$ cat config.mk
export PLATFORM = sky130hd
export DESIGN_NAME = gf233_reduce
export DESIGN_NICKNAME = d
export VERILOG_FILES = /design/src/rtl/gf233_pkg.sv /design/src/rtl/gf233_fold.sv /design/src/rtl/gf233_reduce.sv
export SDC_FILE = /design/constraint.sdc
export NUM_CORES = 1
export LEC_CHECK = 0
export CAP_MARGIN = 20
export CORE_AREA = 2 2 273 275
export DETAILED_ROUTE_END_ITERATION = 8
export DIE_AREA = 0 0 275 277
export PLACE_DENSITY = 0.7
export SKIP_LAST_GASP = 1
export SLEW_MARGIN = 25
export SYNTH_ARGS = -nofsm -noshare
export SYNTH_HDL_FRONTEND = slang
export SYNTH_SLANG_ARGS = --single-unit
$ cat constraint.sdc
create_clock -name clk -period 1.35 [get_ports clk]
set_input_delay 0.2025 -clock clk [delete_from_list [all_inputs] [get_ports clk]]
set_output_delay 0.2025 -clock clk [all_outputs]
set_load 0.03 [all_outputs]
$ cat src/rtl/gf233_pkg.sv
// Shared constants and FSM encodings for the GF(2^233) reduction stage.
// Field polynomial f(x) = x^233 + x^74 + 1; products arrive unreduced, 2*M-1 bits wide.
// State codes are plain localparams so older tooling and waveform viewers read them directly.
package gf233_pkg;

  localparam int M      = 233;
  localparam int TAP    = 74;
  localparam int PROD_W = 2*M - 1;
  localparam int HI_W   = PROD_W - M;

  typedef logic [1:0] state_t;

  localparam state_t ST_IDLE = 2'd0;
  localparam state_t ST_FOLD = 2'd1;
  localparam state_t ST_HOLD = 2'd2;

endpackage

$ cat src/rtl/gf233_fold.sv
// Purpose : one reduction fold, x^233 == x^74 + 1 applied to every coefficient above x^232.
// Latency : purely combinational, no state.
// Ports   : r_in  - PROD_W-bit polynomial, r_out - folded PROD_W-bit polynomial (same residue mod f).
module gf233_fold
  import gf233_pkg::*;
(
  input  logic [PROD_W-1:0] r_in,
  output logic [PROD_W-1:0] r_out
);

  logic [PROD_W-1:0] lo_ext;
  logic [PROD_W-1:0] h_ext;

  // h * x^233 becomes h * (x^74 + 1); h is at most 232 bits, so h << 74 tops out at x^305
  // and never spills past the register.
  assign lo_ext = {{HI_W{1'b0}}, r_in[M-1:0]};
  assign h_ext  = {{M{1'b0}}, r_in[PROD_W-1:M]};
  assign r_out  = lo_ext ^ h_ext ^ (h_ext << TAP);

endmodule

$ cat src/rtl/gf233_reduce.sv
// Purpose : reduce a 465-bit carry-less product to its canonical GF(2^233) element by iterative folding.
// Latency : 2 cycles accept-to-out_valid; with GF233_REDUCE_EARLY_EXIT_EN defined, 1/2/3 cycles depending on degree.
// Backpres: single operand held; in_ready low from accept until the result is taken, y/out_valid hold while out_ready=0.
// Ports   : clk, rst (sync, active-high); in_valid/in_ready/c = product input; out_valid/out_ready/y = reduced output.
// Config  : `define GF233_REDUCE_EARLY_EXIT_EN to leave FOLD as soon as the upper half is already zero.
module gf233_reduce
  import gf233_pkg::*;
(
  input  logic              clk,
  input  logic              rst,
  input  logic              in_valid,
  output logic              in_ready,
  input  logic [PROD_W-1:0] c,
  output logic              out_valid,
  input  logic              out_ready,
  output logic [M-1:0]      y
);

  state_t            state;
  logic [PROD_W-1:0] r;
  logic [PROD_W-1:0] r_fold;
  logic [1:0]        fold_cnt;

  gf233_fold u_fold (
    .r_in  (r),
    .r_out (r_fold)
  );

`ifdef GF233_REDUCE_EARLY_EXIT_EN
  logic hi_zero;
  assign hi_zero = (r[PROD_W-1:M] == '0);
`endif

  // in_ready is gated by rst so the input side looks busy for the whole reset window.
  assign in_ready  = (state == ST_IDLE) && !rst;
  assign out_valid = (state == ST_HOLD);
  // y is forced to zero outside HOLD so a stale residue from a discarded operation never shows.
  assign y         = out_valid ? r[M-1:0] : '0;

  always_ff @(posedge clk) begin
    if (rst) begin
      state    <= ST_IDLE;
      r        <= '0;
      fold_cnt <= '0;
    end else begin
      case (state)
        ST_IDLE: begin
          if (in_valid) begin
            r        <= c;
            fold_cnt <= '0;
            state    <= ST_FOLD;
          end
        end
        ST_FOLD: begin
`ifdef GF233_REDUCE_EARLY_EXIT_EN
          // Exit only on an observed-clean upper half; after two folds it is guaranteed clean,
          // so the worst case costs one extra detect cycle.
          if (hi_zero) begin
            state <= ST_HOLD;
          end else begin
            r        <= r_fold;
            fold_cnt <= fold_cnt + 2'd1;
          end
`else
          // Fixed two folds: a fold of an already-reduced value is a no-op, so latency stays constant.
          r        <= r_fold;
          fold_cnt <= fold_cnt + 2'd1;
          if (fold_cnt == 2'd1) begin
            state <= ST_HOLD;
          end
`endif
        end
        ST_HOLD: begin
          if (out_ready) begin
            state <= ST_IDLE;
          end
        end
        default: begin
          state <= ST_IDLE;
        end
      endcase
    end
  end

endmodule
# ---- Word-level counts from Yosys, hierarchy flattened
# Cells that the tools add are included.
dict set report word_totals {
  reg_bits 469
  wordCells 27
  out_inout_bits 235
}
dict set report classes {
  addsub 1
  n_reduce_logical 6
  bitwise 2
  muxes 9
  eq_ne 6
}
# cell count
set op_table {}
lappend op_table {{$pmux W465 S2} 1}
lappend op_table {{$mux W465} 1}
lappend op_table {{$xor A465 B306 Y465} 1}
lappend op_table {{$mux W233} 1}
lappend op_table {{$xor A233 B232 Y233} 1}
lappend op_table {{$mux W2} 4}
lappend op_table {{$pmux W2 S3} 1}
lappend op_table {{$eq A2 B1 Y1 const B} 2}
lappend op_table {{$ne A2 B2 Y1 const B} 2}
lappend op_table {{$pmux W2 S2} 1}
lappend op_table {{$reduce_and A3 Y1} 1}
lappend op_table {{$add A2 B1 Y2 const B} 1}
lappend op_table {{$eq A2 B2 Y1 const B} 1}
lappend op_table {{$logic_not A2 Y1} 1}
lappend op_table {{$ne A2 B1 Y1 const B} 1}
lappend op_table {{$reduce_and A2 Y1} 1}
lappend op_table {{$reduce_bool A2 Y1} 1}
lappend op_table {{$logic_and A1 B1 Y1} 1}
lappend op_table {{$logic_not A1 Y1} 1}

# ---- Longest topological paths before layout
dict set report depth {
  word_depth 3
  depth_mapped 7
  mapped_depth_nobuf 4
}

# ---- Cells and area by module
# Synthesis repeated with hierarchy kept, for this count alone.
dict set report unflattened {
  hier_cells 2814
  area_unflattened_um2 27558.9
}
# mod cells_each n_inst seq_area_each_um2 area_per_inst_um2
set modules_own_cells {}
lappend modules_own_cells {gf233_reduce 2348 1 9389.0 21400.5}
lappend modules_own_cells {gf233_fold 466 1 0.0 6158.4}

# ---- Worst setup path before layout
# No wires, ideal clock.
dict set report synth_path {
  path_type {reg2out}
  startpoint {reg state[0]}
  endpoint {out in_ready}
  arrival_ps 1606
  slack_ps -459
  n_path_buf 4
  path_stages_with_launch 6
  path_cell_list {dfxtp_1 > buf_6 > buf_2 > buf_2 > buf_2 > nor3_1}
}
dict set report synth_via {
  elab_chain_len 2
}
# item line_no
set synth_lines {}
lappend synth_lines {{start, declared} gf233_reduce.sv:19} ;# state_t state;
lappend synth_lines {{start signal, assigned} gf233_reduce.sv:42} ;# state <= ST_IDLE;
lappend synth_lines {{start signal, assigned} gf233_reduce.sv:51} ;# state <= ST_FOLD;
lappend synth_lines {{start signal, assigned} gf233_reduce.sv:69} ;# state <= ST_HOLD;
lappend synth_lines {{$logic_not A2 Y1} gf233_reduce.sv:35} ;# assign in_ready = (state == ST_IDLE) && !rst;
lappend synth_lines {{$logic_and A1 B1 Y1} gf233_reduce.sv:35}
lappend synth_lines {{end, declared} gf233_reduce.sv:12} ;# output logic in_ready,
# No other way between the ends.

# ---- Worst setup path after layout
dict set report layout_path {
  startpoint {reg state[1]}
  endpoint {out y[112]}
}
dict set report layout_via {
  elab_chain_len 2
}
# item line_no
set layout_lines {}
lappend layout_lines {{$eq A2 B2 Y1} gf233_reduce.sv:36} ;# assign out_valid = (state == ST_HOLD);
lappend layout_lines {{$mux W233} gf233_reduce.sv:38} ;# assign y = out_valid ? r[M-1:0] : '0;
lappend layout_lines {{end, declared} gf233_reduce.sv:16} ;# output logic [M-1:0] y
# No other way between the ends.

==> impl_metrics.env <==
export IMPL_path_clk_slew_ns=0.06
export IMPL_synth_seq_cells=469
export IMPL_rr_startpoint="state[0]"
export IMPL_syn_nets=3228
export IMPL_die_w_um=275
export IMPL_status="finished with violations"
export IMPL_clock_sinks=469
export IMPL_drcViolationCount=0
export IMPL_reg2reg_slack_ns=-0.45
export IMPL_tightest_slew_ns=0.653
export IMPL_seq_area_frac_synth_pct=37.2
export IMPL_pre_cts_ws_ns=-0.306
export IMPL_swShare_pct=28.3
export IMPL_peakVddDrop_mv=0.938
export IMPL_clock_power_share_pct=35.6
export IMPL_vias=24900
export IMPL_yosys_area_top_type_share_pct=37.2
export IMPL_layout_drive_gt1_share_pct=24.5
export IMPL_p_int_w=0.0306
export IMPL_crit_top_cell="buf_12"
export IMPL_dieArea_sq_um=76200
export IMPL_synth_cell_types=28
export IMPL_yosysMostFrequentCell="dfxtp_1"
export IMPL_finalMaxSlewViolations=0
export IMPL_finalHoldViolations=0
export IMPL_cts_buffer_depth=3
export IMPL_p_switching_w=0.0121
export IMPL_postSynth_asyncResetShare_pct=0
export IMPL_setup_tns_ns=-325.69
export IMPL_ant_nets=0
export IMPL_fin_util_pct=52.3
export IMPL_finalSetupViolations=704
export IMPL_r2r_end="r[52]"
export IMPL_final_area_sq_um=38500
export IMPL_synth_edf_count=0
export IMPL_drt_iter0_markers=2283
export IMPL_grt_pass1_wl_mm=148
export IMPL_slowest_delay_ns=0.37
export IMPL_cap_violations=0
export IMPL_grtUsageTotal_pct=25.2
export IMPL_ios=704
export IMPL_area_growth_pct=52.6
export IMPL_final_setup_worst_slack_ns=-0.813
export IMPL_p_comb_share_pct=25.7
export IMPL_worst_hold_slack_ns=0.0872
export IMPL_syn_inst=2758
export IMPL_gp_congestion=0.940
export IMPL_crit_chain="nor2b_4 > buf_12 > buf_12 > buf_12 > and2_4 > buf_4"
export IMPL_grt_max_degree=62
export IMPL_period_share_pct=160
export IMPL_port_buffers=703
export IMPL_h_tree_depth=2
export IMPL_num_rows=100
export IMPL_die_y_um=277
export IMPL_cts_tree="built"
export IMPL_cpMaxStageDelayCell="dfxtp_4"
export IMPL_ctsRootBufferMaster="clkbuf_16"
export IMPL_cp_arrival_ns=1.96
export IMPL_rsz0062_at_grt="true"
export IMPL_leakage_nw=15.9
export IMPL_ys_flop_type="dfxtp_1"
export IMPL_crit_type="register to primary output"
export IMPL_fin_skew_ns=0.0174
export IMPL_clk_insertion_delay_late_ns=0.59
export IMPL_wire_per_inst_um=22.8
export IMPL_holdPathEnd="fold_cnt[0]"
export IMPL_core_area_sq_um=73600
export IMPL_max_freq_mhz=462
export IMPL_worst_r2r_path_depth=7
export IMPL_synth_avg_cell_area_sq_um=9.14
export IMPL_grt_ovfl_total=0
export IMPL_antenna_found_initial=26
export IMPL_power_per_cell_area_nw_per_um2=1110
export IMPL_relSlewSlack_pct=56.4
export IMPL_seq_power_share_pct=38.8
export IMPL_crit_fanout=16
export IMPL_holdPathStages=3
export IMPL_yosysWarnings=0
export IMPL_worstHoldStart="rst"
export IMPL_dr_pass1_iters=6
export IMPL_min_period_ns=2.16
export IMPL_violations="negative setup slack"
export IMPL_cp_start_kind="register"
export IMPL_endpoint_kind="primary output"
export IMPL_synth_area_top_cells="dfxtp_1, xor3_1, nor3_1"
export IMPL_critPathRequiredTime_ns=1.15
export IMPL_grt_pass1_vias=23600
export IMPL_post_dp_hpwl_mm=73.8
export IMPL_netlist_area_sq_um=25200
export IMPL_layout_nets=4017
export IMPL_cts_buffers=53
export IMPL_wl_mm=104
export IMPL_viasPerCell=5.43
export IMPL_initial_core_util_pct=34.3
export IMPL_hold_class="input pin to register"
export IMPL_place_area_sq_um=35400
export IMPL_yosys_area_top_type="dfxtp_1"
export IMPL_synthTopCellsByCount="dfxtp_1, nor2_1, nor3_1"
==> placed cells by master (no fill, tap or decap), drive strengths merged, types with 148 or more instances in the layout <==
master / count
a221oi: 158
clkdlybuf4s50: 466
a21oi: 224
buf: 527
dfxtp: 469
nor3: 307
or3b: 148
nor2: 392
xor3: 158
and2: 233
nand2b: 149
a22oi: 159
==> power groups by stage <==
| stage | logic, W | registers, W | clock network (W) |
|---|---|---|---|
| CTS | 0.0106 | 0.0165 | 0.0154 |
| global route | 0.0117 | 0.0167 | 0.0159 |
| floorplan | 0.00635 | 0.0163 | 0 |
| finish | 0.0110 | 0.0165 | 0.0152 |
| global placement | 0.0104 | 0.0168 | 0 |
| detailed placement | 0.0105 | 0.0168 | 0 |
==> through the flow <==
step,instances,total power [W]
after global placement,4420,0.0271
after global routing,4576,0.0443
after floorplan,2758,0.0226
after detailed placement,4420,0.0273
after CTS,4527,0.0424
final,4578,0.0427
==> how the worst max path moves through the flow <==
stage	start	end	slack [ns]	cells past startpoint
after floorplan	state[0]	r[218]	-0.06	7
after global placement	in_valid	r[356]	-0.30	7
after detailed placement	in_valid	r[347]	-0.31	7
after CTS	state[1]	y[41]	-0.83	6
after global routing	state[1]	y[110]	-0.86	6
final	state[1]	y[112]	-0.81	6
==> layer usage <==
layer | wire length [um] | up-vias | track usage, %
met5 | 69 | - | 0
met4 | 4840 | 10 | 12.0
met3 | 8140 | 243 | 4.47
met2 | 48900 | 1240 | 40.1
met1 | 42300 | 11900 | 33.1
li1 | - | 11500 | -
==> cell type report <==
class / count / area (sq um)
fillers: 6580 / 35100
well taps: 969 / 1210
clock inverters: 19 / 238
inverters: 2 / 12.5
repair buffers: 1008 / 10700
multi-input cells: 2013 / 15300
flip-flops and latches: 469 / 9400
clock buffers: 77 / 1570
diodes: 21 / 52.6
==> critical path, delay by kind of cell, from the launching register on <==
kind	cells	cell delay, ns
buffers and inverters	4	0.64
flip-flops	1	0.37
AND/OR/NAND/NOR	2	0.33
==> state kept, by name (all words and copies together), names as in the netlist <==
name / cells
r: 465
state: 2
fold_cnt: 2
==> kinds of logic after synthesis <==
family / count (synthesis) / synth area share [%]
buf+inv: 276 / 4.81
fa+ha+maj: 1 / 0.0496
xor+xnor: 158 / 14.9
flops: 469 / 37.2
simple gates: 1308 / 28.2
mux: 1 / 0.0397
compound gates: 545 / 14.8
==> timing repair <==
action	in CTS	in global routing
endpoints found under the hold margin	14	0
endpoints found under the setup margin	701	704
resized for setup	36	121
setup buffers	8	16
pin swaps	2	16
cloned	2	15
hold buffers	1	0
Note: power is estimated with default switching activity, not from simulation.
==> RTL change (same settings) <==
Add a define of `GF233_REDUCE_EARLY_EXIT_EN`.
--- a/src/rtl/gf233_reduce.sv
+++ b/src/rtl/gf233_reduce.sv
@@ -3,6 +3,8 @@
 // Backpres: single operand held; in_ready low from accept until the result is taken, y/out_valid hold while out_ready=0.
 // Ports   : clk, rst (sync, active-high); in_valid/in_ready/c = product input; out_valid/out_ready/y = reduced output.
 // Config  : `define GF233_REDUCE_EARLY_EXIT_EN to leave FOLD as soon as the upper half is already zero.
+`define GF233_REDUCE_EARLY_EXIT_EN
+
 module gf233_reduce
   import gf233_pkg::*;
 (
Behaviour: not the same (a bounded check fails within 4 cycles, from zero or initial values and one cycle with rst high).
==> RTL change against the original RTL <==
Synthesized area decreased by 5.5%. Cell count increased by 11%. Sequential cell count decreased by 2. Critical path depth increased by 3. The run still ends with setup timing left. Count of clock-buffer cells in the layout increased by 1. Total power decreased by 3.0%. Routed wire length increased by 9.9%. Setup slack got worse by 370 ps. Design area decreased by 1.3%. Global-route usage increased by 3.2 points.
==> RTL change: results (changes against the original RTL) <==
- Status: finished with violations
- Worst Setup Slack post-DPL: -1610 ps (-1310 ps)
- Critical Path AT: 3020 ps (+1060 ps)
- Leading registers by flop count: r x465, state x2
- Setup Skew: 21.2 ps (+3.80 ps)
- Worst VDD drop: 0.935 mV (-0.32%)
- Iter 0 DRT Violations: 2,834 (+24%)
- Via density per instance: 5.58 (+2.7%)
- CTS Root Buffer Type: clkbuf_16
- Final GP Congestion: 0.909 (-3.3%)
- Switching power of the nets: 12.5 mW (+3.2%)
- Clock insertion delay at the later pin of the skew report: 610 ps (+20 ps)
- Setup slack of the critical path after layout: -1180 ps (-369 ps)
- Violations in the final reports: setup timing
- Overall track demand over capacity in global routing: 0.285 (+0.0324)
- Layout cells sized above 1: 0.241 (-0.00447)
- Grt total ovfl: 0 (unchanged)
- Crit-path slowest cell: nor4_1
- Final net count: 4,509 (+12%)
- Synth warn: 0 (unchanged)
- Flip-flop cell with the highest count after synthesis: dfxtp_1
- Pin count of the biggest net entering global routing: 63 (+1.6%)
- Slew margin rel.: 0.535 (-0.0281)
- Leakage power of the design: 16.3 nW (+2.4%)
- H-tree lvl count: 2 (unchanged)
- Vias in the first global route: 26,843 (+14%)
- Cell types with the largest area share after synthesis: dfxtp_1 39%, o21ai_0 7.5%, a21oi_1 7.1%, and2_1 6.1%, a31oi_1 6.1%
- Register clock-pin slew on the reported worst setup and hold paths: 60 ps (about the same)
- Synthesized netlist net count: 3,529 (+9.3%)
- Antenna violations before repair: 13 (-50%)
- Ranking of synthesized cells by instance count: 467 x dfxtp_1, 358 x o21ai_0, 340 x a21oi_1
- Number of detailed-routing iterations run before antenna repair: 6 (unchanged)
- Type of element capturing the critical path: register
- HPWL after detailed placement: 87.0 mm (+18%)
- Number of cells produced by synthesis: 3,060 (+11%)
- Cell family contributing the most delay on the critical path: simple AND/OR/NAND/NOR gates
- Routed WL per cell: 22.6 µm (-0.68%)
- Register area share after synthesis: 0.392 (+0.0201)
- Clock Path Buffers: 3 (unchanged)
- Cts bufs inserted: 54 (+1.9%)
- Total number of vias: 28,254 (+14%)
- Delay contributed by the slowest stage of the critical path: 600 ps (+230 ps)
- Number of cells after detailed placement: 4,943 (+12%)
- Sum of negative setup slack: -468,200 ps (-142,510 ps)
- Wire length of the first global-routing pass: 167 mm (+13%)
- Final setup violation count: 702 (-0.28%)
- Largest driver fanout on the critical path: 35 (+19)
- Number of library cell types mapped by synthesis: 27 (-3.6%)
- Final hold vios: 0 (unchanged)
## RTL change: repair_timing
action	in CTS	in global routing
hold buffers	1	0
pin swaps	5	6
endpoints found under the hold margin	2	0
gates resized for setup	26	19
gates cloned	0	2
setup buffers	5	2
setup endpoints to repair	702	702
## RTL change: area by class of cell
class | instances | area [µm²]
clock buffer | 78 | 1590
multi-input combinational | 2131 | 13300
fill | 6778 | 35600
timing repair buffer | 1207 | 11600
sequential | 467 | 9360
clock inverter | 21 | 265
tap | 969 | 1210
antenna | 12 | 30.0
inverter | 179 | 672
## RTL change: per-stage QoR
step	util	instance area (µm²)
CTS	0.513	37800
floorplan	-	24400
global route	0.516	38000
detailed placement	0.485	35700
finish	0.516	38000
global placement	0.485	35700
## RTL change: final timing paths
path / from / endpoint / slack (ps) / depth (start not counted)
min reg2reg: r[232] / r[232] / 450 / 2
max: r[261] / r[5] / -1180 / 9
min: rst / r[385] / 60 / 3
max reg2reg: r[261] / r[5] / -1180 / 9
## RTL change: cell families after synthesis
family | share of synthesized area
XOR/XNOR | 0.0585
buffers and inverters | 0.0751
AND/OR/NAND/NOR | 0.144
flip-flops | 0.392
AO/OA/AOI/OAI | 0.330
## RTL change: worst min-delay path, stage by stage
cell	delay [ps]
buf_8	150
buf_12	180
a21oi_1	50
## RTL change: power by group through the flow
stage / logic, mW / clock network [mW] / registers, mW
after floorplan: 4.02 / 0 / 16.3
after global placement: 9.35 / 0 / 16.4
after detailed placement: 9.43 / 0 / 16.4
after CTS: 9.56 / 15.7 / 16.2
after global routing: 10.4 / 16.3 / 16.3
final: 9.67 / 15.5 / 16.2
## RTL change: layer usage
metal,up-vias,global-route usage,part of all wire
met1,13573,0.371,0.41
met3,240,0.0332,0.071
met5,-,0,0.00021
met2,1464,0.478,0.48
li1,12973,-,-
met4,4,0.112,0.040
